$ cat src/rtl/regfile_dump.sv
// regfile_dump: sweeps a register file read port and streams each register out as a valid/ready beat.
// Optional trailing XOR checksum beat when REGFILE_DUMP_CHKSUM_EN is defined.
module regfile_dump #(
    parameter int NREGS = 32,
    parameter int AW    = 5,
    parameter int DW    = 32
) (
    input  logic          clk,
    input  logic          rst_n,
    input  logic          start,
    output logic          busy,
    output logic          done,
    output logic [AW-1:0] ra,
    input  logic [DW-1:0] rd,
    output logic          out_valid,
    input  logic          out_ready,
    output logic [DW-1:0] out_data,
    output logic [AW-1:0] out_idx,
    output logic          out_last
);

    localparam logic [AW-1:0] LAST_IDX = AW'(NREGS - 1);

`ifdef REGFILE_DUMP_CHKSUM_EN
    typedef enum logic [2:0] {
        S_IDLE,
        S_FETCH,
        S_SEND,
        S_DONE,
        S_CHK
    } state_t;
`else
    typedef enum logic [1:0] {
        S_IDLE,
        S_FETCH,
        S_SEND,
        S_DONE
    } state_t;
`endif

    state_t        state_q, state_d;
    logic [AW-1:0] idx_q, idx_d;
    logic [DW-1:0] data_q, data_d;
    logic [AW-1:0] oidx_q, oidx_d;
    logic          last_q, last_d;
`ifdef REGFILE_DUMP_CHKSUM_EN
    logic [DW-1:0] xor_q, xor_d;
`endif

    // Next-state, beat capture and handshake outputs.
    always_comb begin
        state_d   = state_q;
        idx_d     = idx_q;
        data_d    = data_q;
        oidx_d    = oidx_q;
        last_d    = last_q;
`ifdef REGFILE_DUMP_CHKSUM_EN
        xor_d     = xor_q;
`endif
        busy      = (state_q != S_IDLE);
        done      = 1'b0;
        out_valid = 1'b0;
        ra        = '0;
        unique case (state_q)
            S_IDLE: begin
                if (start) begin
                    idx_d   = '0;
`ifdef REGFILE_DUMP_CHKSUM_EN
                    xor_d   = '0;
`endif
                    state_d = S_FETCH;
                end
            end
            S_FETCH: begin
                ra      = idx_q;
                data_d  = rd;
                oidx_d  = idx_q;
`ifdef REGFILE_DUMP_CHKSUM_EN
                last_d  = 1'b0;
                xor_d   = xor_q ^ rd;
`else
                last_d  = (idx_q == LAST_IDX);
`endif
                state_d = S_SEND;
            end
            S_SEND: begin
                out_valid = 1'b1;
                if (out_ready) begin
                    if (idx_q < LAST_IDX) begin
                        idx_d   = idx_q + 1'b1;
                        state_d = S_FETCH;
                    end else begin
`ifdef REGFILE_DUMP_CHKSUM_EN
                        data_d  = xor_q;
                        oidx_d  = '0;
                        last_d  = 1'b1;
                        state_d = S_CHK;
`else
                        state_d = S_DONE;
`endif
                    end
                end
            end
`ifdef REGFILE_DUMP_CHKSUM_EN
            S_CHK: begin
                out_valid = 1'b1;
                if (out_ready) begin
                    state_d = S_DONE;
                end
            end
`endif
            S_DONE: begin
                done    = 1'b1;
                state_d = S_IDLE;
            end
            default: begin
                state_d = S_IDLE;
            end
        endcase
    end

    // State and beat registers; reset aborts any dump in progress.
    always_ff @(posedge clk or negedge rst_n) begin
        if (!rst_n) begin
            state_q <= S_IDLE;
            idx_q   <= '0;
            data_q  <= '0;
            oidx_q  <= '0;
            last_q  <= 1'b0;
`ifdef REGFILE_DUMP_CHKSUM_EN
            xor_q   <= '0;
`endif
        end else begin
            state_q <= state_d;
            idx_q   <= idx_d;
            data_q  <= data_d;
            oidx_q  <= oidx_d;
            last_q  <= last_d;
`ifdef REGFILE_DUMP_CHKSUM_EN
            xor_q   <= xor_d;
`endif
        end
    end

    assign out_data = data_q;
    assign out_idx  = oidx_q;
    assign out_last = last_q;

endmodule

$ cat config.mk
export PLATFORM = sky130hd
export DESIGN_NAME = regfile_dump
export DESIGN_NICKNAME = d
export VERILOG_FILES = /design/src/rtl/regfile_dump.sv
export SDC_FILE = /design/constraint.sdc
export NUM_CORES = 1
export LEC_CHECK = 0
export BUFFER_PORTS_ARGS = -buffer_cell sky130_fd_sc_hd__buf_2
export CAP_MARGIN = 0
export CELL_PAD_IN_SITES_DETAIL_PLACEMENT = 0
export CELL_PAD_IN_SITES_GLOBAL_PLACEMENT = 1
export CORE_MARGIN = 4
export CORE_UTILIZATION = 34
export DETAILED_ROUTE_END_ITERATION = 12
export GPL_ROUTABILITY_DRIVEN = 0
export GPL_TIMING_DRIVEN = 0
export PLACE_DENSITY = 0.82
export SKIP_LAST_GASP = 1
export SYNTH_ARGS = -nofsm -noshare
export SYNTH_HDL_FRONTEND = slang
export SYNTH_SLANG_ARGS = --single-unit
$ cat constraint.sdc
create_clock -name clk -period 1.9 [get_ports clk]
set_clock_uncertainty 0.05 [all_clocks]
set_input_delay 0.285 -clock clk [delete_from_list [all_inputs] [get_ports clk]]
set_output_delay 0.285 -clock clk [all_outputs]
set_load 0.05 [all_outputs]
---- After elaboration in Yosys (flattened, before gate mapping) ----
Index checks and enable logic that the tools add are counted.
word-level totals
  bits in registers ....................... 45
  output and inout port bits .............. 46
operators by class
  eq/ne operators ......................... 7
  reduce and logical (&&, ||, !) cells .... 5
  mux-type cells .......................... 11
  add/subtract/negate cells ............... 1
  $lt $le $gt $ge ......................... 1
operators by type and width
  cell                   count
  $mux W5                4
  $pmux W5 S2            1
  $pmux W2 S4            1
  $mux W2                3
  $ne A2 B2 Y1 const B   3
  $add A5 B1 Y5 const B  1
  $eq A5 B5 Y1 const B   1
  $lt A5 B5 Y1 const B   1
  $eq A2 B2 Y1 const B   2
  $reduce_and A4 Y1      1
  $reduce_bool A2 Y1     2
  $eq A2 B1 Y1 const B   1
  $logic_not A2 Y1       1
  $mux W1                2
  $reduce_and A2 Y1      1

---- Logic depth before layout (Yosys ltp) ----
  depth after elaboration ................. 4
  mapped depth ............................ 5
  gate-level depth less buffers ........... 5

---- Worst setup path before layout ----
Ideal clock, no wire load.
  path kind ............................... register -> output
  start ................................... reg state_q[1]
  end ..................................... out ra[4]
  arrival ................................. 1.437 ns
  cell stages (with the launch flop) ...... 4
  setup slack ............................. 0.128 ns
  data required time ...................... 1.565 ns
  cells stage by stage .................... dfrtp_1 nand2b_1 buf_2 nor2_1
between the ends
  cells in the longest elaborated chain, start to end .. 2
RTL lines
  what                    line  source
  start, declared         41    state_t state_q, state_d;
  start signal, assigned  134   state_q <= state_d;
  $eq A2 B1 Y1            64    unique case (state_q)
  $mux W5                 64
  end, declared           13    output logic [AW-1:0] ra,
No other way between the ends.

---- Final worst setup path ----
  start ................................... reg state_q[0]
  end ..................................... out out_valid
between the ends
  cells in the longest elaborated chain, start to end .. 2
RTL lines
  what           line  source
  $eq A2 B2 Y1   64
  $mux W1        64
  end, declared  15    output logic out_valid,
No other way between the ends.

==> results.tsv <==
stage	metric	value	unit
route	wl_per_cell	12.4	um
setup_path	reg2reg_slack	410	ps
timing	worst_slew_pin_slew	983	ps
timing	setup_violations	0	
finish	finalInstanceArea	2470	um2
route	drt_pass1_iterations	4	
grt	top_usage_layer	met2	
finish	antenna-diode-count	0	
timing	period_minus_slack	1800	ps
route	vias_per_cell	4.33	
finish	nets	319	
setup_path	crit_fanout	5	
grt	antenna_found_initial	0	
grt	grt_max_degree	46	
power	p_leak	1.47	nW
grt	grt.total_usage	0.135	
setup_path	cp.arrival	1460	ps
clock_network	numClockSinks	45	
yosys	ys_seq_area_frac	0.612	
placed_design	port_buffers	81	
setup_path	r2r_cells	4	
timing	fin_tns_setup	0	ps
clock_network	clock_latency	290	ps
yosys	ys_async_sr_fraction	1.00	
grt	grt_pass1_vias	1516	
finish	syn2layout_area_growth	34.3	%
min_path	min_path_type	input port to async pin	
die	dieArea	6650	um2
route	wl	4370	um
timing	slew_violations	0	
outcome	status	finished clean	
yosys	synth_top_cell_by_area	dfrtp_1	
grt	grtUsageMet2	0.221	
yosys	synth_cell_types	33	
clock_network	cts_buffers	5	
setup_path	required	1560	ps
yosys	synthTopCellsByArea	dfrtp_1 (61%), nand2_1 (21%), a21o_1 (2.0%)	
yosys	ys_ff_latch	45	
yosys	synth_top_flop_cell	dfrtp_1	
die	ios	82	
setup_path	worst-setup-path-type	flip-flop to primary output	
die	start_util	0.356	
yosys	synth_commonest_cells	nand2_1 (101), dfrtp_1 (45), a21o_1 (5)	
yosys	synthesis.nets	230	
timing	hold_viol	0	
yosys	synth_area	1840	um2
setup_path	crit_path_end	out_valid	
setup_path	r2r_end	idx_q[4]	
placed_design	dpl_cell_area	2330	um2
die	die_h	81.6	um
clock_network	cts_tree	built	
placed_design	dp_worst_setup_slack	256	ps
clock_network	cts.hold.buffers_added	0	
yosys	synth_most_common_cell	nand2_1	
clock_network	htreeDepth	2	
route	first_iter_violations	65	
die	rows	26	
power	power_density	1990	nW/um2
setup_path	cp-startpoint	state_q[0]	
setup_path	r2r-start	idx_q[0]	
grt	use_met1	0.167	
yosys	synth_area_per_cell	9.58	um2
timing	finalCritPeriodShare	0.947	
grt	overflow	0	
grt	grtUsageMet3	0.0515	
clock_network	clockBufferDepth	2	
yosys	syn_inst	192	
yosys	synth_edf_count	0	
die	die_width	81.6	um
timing	max_freq	0.556	GHz
timing	rsz0062_at_grt	false	
clock_network	clkTransAtPathRegs	80	ps
die	core	5170	um2
finish	multi_input_area	667	um2
route	vias	1525	
route	drtAntennaViolNets	0	
setup_path	critPathCaptureType	primary output	
job	cap_violations	0	
yosys	synth_top_area_frac	0.612	
timing	setup_ws	100	ps
route	drc	0	
yosys	yosysWarnings	0	
clock_network	root_buffer	clkbuf_8	
timing	slew_headroom	0.344	
power	peakVddDrop	0.642	mV
grt	grt_pass1_wl	6910	um
finish	final.fill_count	537	
finish	seq_area	1130	um2
placed_design	dp_hpwl	3150	um
setup_path	cp-start-kind	flip-flop	
finish	final_layout_size_suffix_gt1_frac	0.390	
## worst min-delay path by stage
stage | to | slack (ps) | depth (start not counted)
final | out_data[21] | 100 | 1
after global routing | out_data[1] | 110 | 3
after CTS | out_data[1] | 110 | 3
after detailed placement | out_data[6] | 410 | 2
after global placement | out_data[7] | 400 | 2
after floorplan | idx_q[0] | -60 | 0
## registers in the layout, indices dropped and copies added (netlist names)
signal,flops
out_last,1
state_q,2
out_data,32
idx_q,5
out_idx,5
## through the flow
step           power [mW]  std cells  hold slack [ps]   util
3_5_place_dp         4.32        343              407  0.451
2_1_floorplan        3.64        192            -60.6      -
5_1_grt              5.25        352              109  0.478
6_report             4.93        352              104  0.478
3_3_place_gp         4.27        343              403  0.451
4_1_cts              4.98        351              109  0.472
## cell usage in the layout, fill, tap and decap left out, types with 2 or more instances in the layout
cell type  Yosys  final
clkbuf_8       0      7
o21ai_1        2      2
ha_1           2      2
nor2_4         1      2
buf_4          3      8
and2_1         4      4
o21ai_0        2      2
dfrtp_2        0      2
nand2_1      101    101
dfrtp_1       45     43
clkbuf_1       3      3
a21o_1         5      5
buf_2          2     77
## what timing repair did
item | CTS | global route
resized for setup | 3 | 11
endpoints found under the setup margin | 5 | 5
buffers inserted | 0 | 1
## worst max-delay path, stage by stage, from the launching register on
cell and delay (ps):
dfrtp_2 410, buf_4 150, or2b_4 280, inv_4 70, buf_2 250
## cell families (layout without fill, tap and decap cells)
| kind of cell | Yosys count | count (layout) | synth area share |
|---|---|---|---|
| AND/OR/NAND/NOR | 117 | 117 | 0.267 |
| flip-flops | 45 | 45 | 0.612 |
| AO/OA/AOI/OAI | 16 | 16 | 0.0660 |
| buffers and inverters | 10 | 100 | 0.0293 |
| adder cells (fa/ha/maj) | 2 | 2 | 0.0136 |
| multiplexers | 2 | 2 | 0.0116 |
## area by class of cell
type / instances / share of cell area
repair buffers: 82 / 0.174
well taps: 70 / 0.0355
clock buffers: 7 / 0.0390
inverters: 2 / 0.00405
flip-flops and latches: 45 / 0.457
clock inverters: 1 / 0.00203
plain buffers: 8 / 0.0187
multi-input cells: 137 / 0.270
## routing by layer
metal	share of wire	routed length, um	vias up
met2	0.46	2010	53
met3	0.095	415	4
met5	0	0	-
met4	0.0066	29	0
li1	-	-	777
met1	0.44	1910	691
## power breakdown
group,switching [mW],internal [mW],total (mW),leakage (nW)
logic,2.08,0.643,2.72,0.846
registers,0.216,1.35,1.57,0.568
clock network,0.310,0.329,0.639,0.0542
total,2.60,2.33,4.93,1.47
Power figures use the tool's default switching activity.
